==> src/rtl/stream_router_pkg.sv <==
// rtl/stream_router_pkg.sv - shared constants and helpers for the stream router
package stream_router_pkg;

    localparam int DEF_DATA_WIDTH = 32;
    localparam int DEF_NUM_OUT    = 4;
    localparam int DEF_CNT_WIDTH  = 16;

    function automatic logic addr_is_legal(input int addr, input int num_out);
        return addr < num_out;
    endfunction

    function automatic int lane_lsb(input int lane, input int width);
        return lane * width;
    endfunction

endpackage

==> src/rtl/router_out_slot.sv <==
// rtl/router_out_slot.sv - single-entry valid/ready holding register for one output channel
module router_out_slot #(
    parameter int DATA_WIDTH = 32
) (
    input  logic                  clk,
    input  logic                  reset,
    input  logic                  i_load,
    input  logic [DATA_WIDTH-1:0] i_data,
    input  logic                  i_ready,
    output logic [DATA_WIDTH-1:0] o_data,
    output logic                  o_valid,
    output logic                  o_free
);

    logic [DATA_WIDTH-1:0] r_data;
    logic                  r_valid;

    assign o_data  = r_data;
    assign o_valid = r_valid;
    assign o_free  = !r_valid || i_ready;

    // A load beats a concurrent pop; an emptied slot drives zero on its lane.
    always_ff @(posedge clk or posedge reset) begin
        if (reset) begin
            r_data  <= '0;
            r_valid <= 1'b0;
        end else if (i_load) begin
            r_data  <= i_data;
            r_valid <= 1'b1;
        end else if (r_valid && i_ready) begin
            r_data  <= '0;
            r_valid <= 1'b0;
        end
    end

endmodule

==> src/rtl/stream_router.sv <==
// rtl/stream_router.sv - registered unicast/broadcast router with per-channel holding slots
module stream_router
    import stream_router_pkg::*;
#(
    parameter int DATA_WIDTH = DEF_DATA_WIDTH,
    parameter int NUM_OUT    = DEF_NUM_OUT,
    parameter int ADDR_WIDTH = $clog2(NUM_OUT),
    parameter int CNT_WIDTH  = DEF_CNT_WIDTH
) (
    input  logic                          clk,
    input  logic                          reset,
    input  logic [DATA_WIDTH-1:0]         din,
    input  logic                          din_valid,
    output logic                          din_ready,
    input  logic [ADDR_WIDTH-1:0]         addr,
    input  logic                          bcast,
    output logic [NUM_OUT*DATA_WIDTH-1:0] dout,
    output logic [NUM_OUT-1:0]            dout_valid,
    input  logic [NUM_OUT-1:0]            dout_ready,
    output logic [CNT_WIDTH-1:0]          drop_count
);

    logic [NUM_OUT-1:0]   w_slot_free;
    logic [NUM_OUT-1:0]   w_addr_onehot;
    logic [NUM_OUT-1:0]   w_load;
    logic                 w_addr_free;
    logic                 w_addr_legal;
    logic                 w_accept;
    logic                 w_drop;
    logic [CNT_WIDTH-1:0] r_drop_count;

    assign w_addr_legal = addr_is_legal(int'(addr), NUM_OUT);

    always_comb begin
        w_addr_free   = 1'b0;
        w_addr_onehot = '0;
        for (int i = 0; i < NUM_OUT; i++) begin
            if (addr == ADDR_WIDTH'(i)) begin
                w_addr_free      = w_slot_free[i];
                w_addr_onehot[i] = 1'b1;
            end
        end
    end

    // Illegal unicast addresses are always consumed so the producer never wedges.
    always_comb begin
        din_ready = 1'b1;
        if (bcast)
            din_ready = &w_slot_free;
        else if (w_addr_legal)
            din_ready = w_addr_free;
    end

    assign w_accept = din_valid && din_ready;
    assign w_drop   = w_accept && !bcast && !w_addr_legal;

    always_comb begin
        w_load = '0;
        if (w_accept)
            w_load = bcast ? {NUM_OUT{1'b1}} : w_addr_onehot;
    end

    always_ff @(posedge clk or posedge reset) begin
        if (reset)
            r_drop_count <= '0;
        else if (w_drop && (r_drop_count != {CNT_WIDTH{1'b1}}))
            r_drop_count <= r_drop_count + CNT_WIDTH'(1);
    end

    assign drop_count = r_drop_count;

    for (genvar g = 0; g < NUM_OUT; g++) begin : g_slot
        router_out_slot #(
            .DATA_WIDTH(DATA_WIDTH)
        ) u_slot (
            .clk    (clk),
            .reset  (reset),
            .i_load (w_load[g]),
            .i_data (din),
            .i_ready(dout_ready[g]),
            .o_data (dout[lane_lsb(g, DATA_WIDTH) +: DATA_WIDTH]),
            .o_valid(dout_valid[g]),
            .o_free (w_slot_free[g])
        );
    end

endmodule
==> config.mk <==
export PLATFORM = sky130hd
export DESIGN_NAME = stream_router
export DESIGN_NICKNAME = d
export VERILOG_FILES = /design/src/rtl/stream_router_pkg.sv /design/src/rtl/router_out_slot.sv /design/src/rtl/stream_router.sv
export SDC_FILE = /design/constraint.sdc
export NUM_CORES = 1
export LEC_CHECK = 0
export ABC_CLOCK_PERIOD_IN_PS = 10900
export BUFFER_PORTS_ARGS = -buffer_cell sky130_fd_sc_hd__buf_2
export CORE_UTILIZATION = 54
export DETAILED_ROUTE_END_ITERATION = 8
export GPL_TIMING_DRIVEN = 0
export HOLD_SLACK_MARGIN = 0.12
export PLACE_DENSITY = 0.85
export SETUP_SLACK_MARGIN = 0.5
export SYNTH_ARGS = -nofsm -noshare
export SYNTH_HDL_FRONTEND = slang
export SYNTH_SLANG_ARGS = --single-unit
==> constraint.sdc <==
create_clock -name clk -period 10.9 [get_ports clk]
set_input_delay 1.635 -clock clk [delete_from_list [all_inputs] [get_ports clk]]
set_output_delay 1.635 -clock clk [all_outputs]
set_load 0.05 [all_outputs]
After elaboration in Yosys (flattened, before gate mapping)
Index checks and enable logic that the tools add are counted.
{ "totals": {"output_inout_bits": 149, "wordCells": 57, "inputBits": 42, "register_bits": 132} }
{ "classes": {"mux": 27, "reduce_logical": 19, "n_eq_ne": 3} }
{ "op_table": {"columns": ["op", "count"], "rows": [
  ["two-way mux 32 bit", 8],
  ["two-way mux 1 bit", 17],
  ["two-way mux 4 bit", 2],
  ["nonzero test 2 bit", 4],
  ["logical AND 1 bit", 5],
  ["== test 2 bit (second input constant)", 2],
  ["logical NOT 1 bit", 4],
  ["logical OR 1 bit", 4],
  ["AND reduction 4 bit", 1],
  ["== test 2 x 1 -> 1 bit (second input constant)", 1],
  ["logical NOT 2 bit", 1]
]} }

Logic depth before layout (Yosys ltp)
Gate-level depths: netlist of run 1.
{ "logic_depth": {"depth_word": 10, "mapped_depth": 6} }

Cells and area by module
A second synthesis of run 1 with hierarchy kept.
{ "unflattened": {"cells_unflattened": 478, "area_unflattened_um2": 5934.4} }
{ "modules_own_cells": {"columns": ["mod", "seq_area_each_um2", "cells_each", "area_per_inst_um2", "n_inst"], "rows": [
  ["router_out_slot", 825.8, 111, 1413.9, 4],
  ["stream_router", 0.0, 34, 279.0, 1]
]} }

Worst setup path after synthesis of run 1
OpenSTA, ideal clock, no wires.
{ "synth_path": {"path_kind": "in2out", "start": "input addr[1]", "end": "output din_ready", "t_required_ps": 9265, "setup_slack_ps": 6208, "t_arrival_ps": 3057, "path_buffers": 0, "path_stages": 4, "cell_sequence": "nor2b_1 > o21bai_1 > nand2_1 > nor3_1"} }
{ "synth_via": {"elab_chain_len": 6, "elab_cells_between_ends": 9} }
{ "synth_rtl": {"columns": ["element", "line_no", "text"], "rows": [
  ["start: declaration", "stream_router.sv:15", "input logic [ADDR_WIDTH-1:0] addr,"],
  ["logical NOT 2 bit", "stream_router.sv:38", "if (addr == ADDR_WIDTH'(i)) begin"],
  ["two-way mux 1 bit (3 in a row)", "stream_router.sv:38", null],
  ["two-way mux 1 bit *", "stream_router.sv:38", null],
  ["two-way mux 1 bit *", "stream_router.sv:48", "if (bcast)"],
  ["end: declaration", "stream_router.sv:14", "output logic din_ready,"]
]} }
Every way passes the cells marked *; elsewhere a longest branch is shown, timed or not.

Worst setup path after layout of run 1
Ends and elaborated chain as after synthesis.

==> reports/metrics.csv, run 1 <==
metric,value,unit
via_count,4339,
worstMarginPinSlew,602,ps
cts_tree,yes,
postSynth.asyncResetShare,100,%
cts_resized,0,
r2r_slack,9050,ps
post-place-cells,795,
synthTopCellsByArea,"dfrtp_1, mux2i_1, nand2_1",
grt_antenna_before_repair,0,
clock-sinks,132,
synth_top_cell_area_share,58.5,%
initial_utilization,56.7,%
ios,191,
cp-start-kind,input port,
power_density,290,nW/um^2
grt_usage,28.0,%
setup_viol,0,
postRouteAntennaNets,0,
ir_drop,0.000148,V
path_cells,buf_2 -> nor2b_1 -> o21bai_1 -> nand2_1 -> nor3_1 -> buf_2,
path_class,in2out,
wl_per_cell,17.6,um
yosysMostFrequentCell,dfrtp_1,
worst_setup_path_end_kind,output pin,
min_path_type,reg2reg,
rsz0062_at_grt,no,
path_buf_inv,2,
dp_hpwl,9.93,mm
hold_viol,0,
post-route-util,73.9,%
syn_to_final_growth,30.2,%
num_antenna_cells,0,
clk_pin_slew,60,ps
finalCritPeriodShare,39.6,%
postCtsHoldBufs,0,
core-area,9950,um^2
drt-vias-per-instance,5.25,
grt_start_max_net_pins,75,
slew_headroom,59.6,%
synth_ff_type,dfrtp_1,
slew_violations,0,
slowest_delay,290,ps
nNetsFinal,723,
fp.dieArea,10900,um^2
drive_gt1_share,36.5,%
status,finished clean,
crit_arrival,2680,ps
cap_violations,0,
grt_pass1_vias,4487,
grt_pass1_wl,23.4,mm
avgSynthCellArea,12.0,um^2
leakage,0.00429,uW
worst-path-stages,6,
synth_area_leader_cell,dfrtp_1,
drc,0,
gr-total-overflow,0,
ys_types,32,
clockRootBuffer,clkbuf_8,
yosysWarnings,0,
drt-initial-drc-count,211,
clkLatencyLatePin,520,ps
clock.fmax,232,MHz
reg2reg_depth,5,
path_common_cell,buf_2,
fin_skew,6.56,ps
clockBufferDepth,2,
cts-htree-levels,4,
synth.cells.most_frequent,"dfrtp_1, nand2_1, mux2i_1",
gp_congestion,0.817,
die_w,104,um
setup.worst_path.end,din_ready,
min_period,4320,ps
dr.pass1.iters,5,
synth-seq-cells,132,
worstPathMaxFanout,5,
crit_path_start,addr[1],
netlist_instances,472,
cts_buffers,17,
critical-path-top-delay-family,buffers and inverters,
layout.cells.non_filler,827,
die_h,104,um
synthesis.area,5650,um^2
r2r-start,g_slot[0].u_slot.o_valid,
cp.required,9270,ps
port_buffers,174,
post_cts_buffers,0,
synth_edf_count,0,
regToRegEndpoint,g_slot[1].u_slot.o_data[9],
synth_seq_area_share,58.5,%
crit_slowest_cell,buf_2,
tns,0,ps
fp-row-count,36,
drt-total-wl,14.5,mm
per-stage QoR:
stage	hold slack, ps	instance area (um^2)	setup slack [ps]	total power [uW]
floorplan	499	5700	5740	1360
global placement	482	6740	4500	1550
detailed placement	485	6770	6620	1580
CTS	502	7350	6620	2140
global route	519	7350	6540	2210
finish	502	7350	6580	2130
worst min-delay path by stage:
stage / from / endpoint / slack (ps) / cells past startpoint
floorplan: g_slot[2].u_slot.o_valid / g_slot[2].u_slot.o_valid / 500 / 1
global placement: g_slot[1].u_slot.o_data[12] / g_slot[1].u_slot.o_data[12] / 480 / 1
detailed placement: g_slot[1].u_slot.o_data[8] / g_slot[1].u_slot.o_data[8] / 490 / 1
CTS: g_slot[1].u_slot.o_data[14] / g_slot[1].u_slot.o_data[14] / 500 / 1
global route: g_slot[1].u_slot.o_data[16] / g_slot[1].u_slot.o_data[16] / 520 / 1
finish: g_slot[1].u_slot.o_data[15] / g_slot[1].u_slot.o_data[15] / 500 / 1
area by class of cell:
cell class / instances / area, um^2
Buffer: 47 / 384
Clock buffer: 18 / 428
Clock inverter: 14 / 151
Fill cell: 685 / 2600
Inverter: 35 / 136
Multi-Input combinational cell: 273 / 1880
Sequential cell: 132 / 3300
Tap cell: 133 / 166
Timing Repair Buffer: 175 / 898
routing by layer:
metal  share of wire, %  vias to the layer above  GRT usage (%)
met2                 50                      189           47.5
met1                 41                     2161           34.1
met5                  0                        -              0
met4                1.6                        0           9.18
li1                   -                     1967              -
met3                7.3                       22           8.52
flip-flops by register name, summed over array words and instances, names as in the netlist:
signal and flops:
g_slot.u_slot.o_data 128, g_slot.u_slot.o_valid 4
report_power, final:
part / switching [uW] / internal (uW) / total [uW]
Combinational: 676 / 208 / 883
Sequential: 74.1 / 619 / 693
Clock: 221 / 333 / 554
Total: 970 / 1160 / 2130
cell families (layout without fill, tap and decap cells):
| group | Yosys count | after routing | synth area share [%] |
|---|---|---|---|
| compound gates | 42 | 42 | 6.25 |
| mux | 96 | 96 | 17.0 |
| buf+inv | 82 | 289 | 9.13 |
| flops | 132 | 132 | 58.5 |
| other cells | 1 | 16 | 0.0664 |
| simple gates | 119 | 119 | 9.04 |
placed cells by master, fill, tap and decap left out, types with 2 or more instances in the layout:
master	count
inv_1	34
clkbuf_8	2
buf_12	3
nand2b_1	3
dfrtp_1	132
nor2b_1	3
buf_4	21
nand2_1	103
buf_2	178
conb_1	16
o21ai_1	2
inv_6	5
clkbuf_1	9
clkinvlp_4	5
a22o_1	32
bufinv_16	2
mux2i_1	96
clkinv_2	2
buf_6	10
clkbuf_16	16
Note: power is estimated with default switching activity, not from simulation.
==> inputs of run 2 (changes only) <==
Settings changed: ABC_CLOCK_PERIOD_IN_PS 10900 to 3500, CORE_UTILIZATION 54 to 45, PLACE_DENSITY 0.85 to 0.76.
Clock period 10.9 ns to 3.5 ns, I/O delays scaled along.
==> reports/metrics.csv, run 2 (synthesis results as in run 1) <==
metric,value,unit,change
grt_pass1_wl,22.2,mm,-5.4%
fp-row-count,40,,+11%
cts_tree,yes,,
slowest_delay,400,ps,+110 ps
drc,0,,unchanged
ir_drop,0.000445,V,+200%
min_path_type,in2async,,
cp.required,2970,ps,-6300 ps
drt-total-wl,14.4,mm,-1.1%
cap_violations,0,,unchanged
power_density,893,nW/um^2,+210%
grt_pass1_vias,4371,,-2.6%
post_cts_buffers,0,,unchanged
clk_pin_slew,60,ps,about the same
clkLatencyLatePin,410,ps,-110 ps
finalCritPeriodShare,63.4,%,
syn_to_final_growth,31.4,%,
drt-initial-drc-count,188,,-11%
totalPowerFinal,6630,uW,+210%
largest_register_ffs,128,,unchanged
postCtsHoldBufs,0,,unchanged
clockBufferDepth,2,,unchanged
ios,191,,unchanged
drt-vias-per-instance,4.89,,-6.8%
fin_hold_ws,172,ps,-329 ps
core-area,12100,um^2,+22%
tns,0,ps,unchanged
hold_viol,0,,unchanged
dp_hpwl,10.4,mm,+4.3%
fp.dieArea,13000,um^2,+20%
die_h,114,um,+9.4%
crit_slowest_cell,dfrtp_1,,
r2r_slack,1720,ps,-7330 ps
critical-path-top-delay-family,simple AND/OR/NAND/NOR gates,,
slew_headroom,58.5,%,-1.1 points
setup_slack,1280,ps,-5300 ps
gp_congestion,0.752,,-8.0%
post-place-cells,832,,+4.7%
postRouteAntennaNets,0,,unchanged
drive_gt1_share,35.8,%,-0.62 points
fin_skew,9.06,ps,+2.49 ps
worstMarginPinSlew,622,ps,+19.8 ps
port_buffers,174,,unchanged
crit_path_start,g_slot[1].u_slot.o_valid,,
cp-start-kind,register,,
initial_utilization,46.6,%,-10 points
final_cell_mix,"buf_2, dfrtp_1, nand2_1",,
grt_start_max_net_pins,47,,-37%
via_count,4205,,-3.1%
worst-path-stages,5,,-1
layout.cells.non_filler,860,,+4.0%
grt_antenna_before_repair,0,,unchanged
rsz0062_at_grt,no,,
worst_setup_path_end_kind,output pin,,
status,finished clean,,
setup_viol,0,,unchanged
dr.pass1.iters,4,,-1
regToRegEndpoint,g_slot[1].u_slot.o_data[7],,
grt_usage,22.9,%,-5.2 points
r2r-start,g_slot[0].u_slot.o_valid,,
dp_slack,1430,ps,-5190 ps
clock-sinks,132,,unchanged
reg2reg_depth,5,,unchanged
setup.worst_path.end,din_ready,,
path_cells,nor2b_1 -> o21ai_1 -> nand2_1 -> nor3_1 -> buf_2,,
wl_per_cell,16.7,um,-4.9%
worstPathMaxFanout,4,,-1
leakage,0.00432,uW,+0.51%
cts-htree-levels,4,,unchanged
cts_buffers,17,,unchanged
clockRootBuffer,clkbuf_16,,
nNetsFinal,725,,+0.28%
min_period,2220,ps,
gr-total-overflow,0,,unchanged
crit_arrival,1690,ps,-990 ps
die_w,114,um,+9.4%
clock.fmax,450,MHz,
path_buf_inv,1,,-1
slew_violations,0,,unchanged
cts_resized,0,,unchanged
path_class,reg2out,,
num_antenna_cells,0,,unchanged
layout_commonest_cell,buf_2,,
-- run 2: changes by cell type in the layout (fill, tap and decap cells not counted), moves of 3 or more --
cell / delta
clkinvlp_4: -4
buf_12: +3
clkbuf_1: +3
inv_6: -5
-- run 2: worst min-delay path by stage --
stage / from / slack, ps / to
after CTS: reset / 170 / g_slot[2].u_slot.o_valid
final: reset / 170 / g_slot[2].u_slot.o_valid
after global placement: g_slot[1].u_slot.o_data[17] / 480 / g_slot[1].u_slot.o_data[17]
after detailed placement: g_slot[1].u_slot.o_data[15] / 490 / g_slot[1].u_slot.o_data[15]
after global routing: reset / 200 / g_slot[2].u_slot.o_valid
after floorplan: g_slot[2].u_slot.o_valid / 500 / g_slot[2].u_slot.o_valid
-- run 2: metrics by stage --
stage / area, um^2 / util (%)
after global placement: 6790 / 56.0
after CTS: 7420 / 61.2
after detailed placement: 6850 / 56.5
final: 7420 / 61.2
after global routing: 7420 / 61.2
after floorplan: 5710 / -
-- run 2: report_power, final --
part	switching (uW)	internal, uW	total [uW]
sequential	223	1930	2150
clock	602	1140	1740
combinational	2090	650	2740
-- run 2: layer usage --
layer,up-vias,track usage [%],share of wire [%]
met5,-,0,0
met4,0,7.36,1.1
met3,12,7.92,7.1
met2,153,37.4,48
met1,2091,28.5,44
li1,1949,-,-
-- run 2: worst register-to-register path: cells and delay by family (launching register included) --
family | cells | cell delay [ps]
buffers and inverters | 1 | 350
AND/OR/NAND/NOR | 2 | 620
AO/OA/AOI/OAI | 2 | 330
flip-flops | 1 | 410
-- run 2: layout make-up --
type                            count  area (um^2)
Buffer                             47          384
Clock buffer                       22          464
Clock inverter                      6          105
Fill cell                        1009         4690
Inverter                           35          135
Multi-Input combinational cell    273         1880
Sequential cell                   132         3300
Tap cell                          168          210
Timing Repair Buffer              177          931
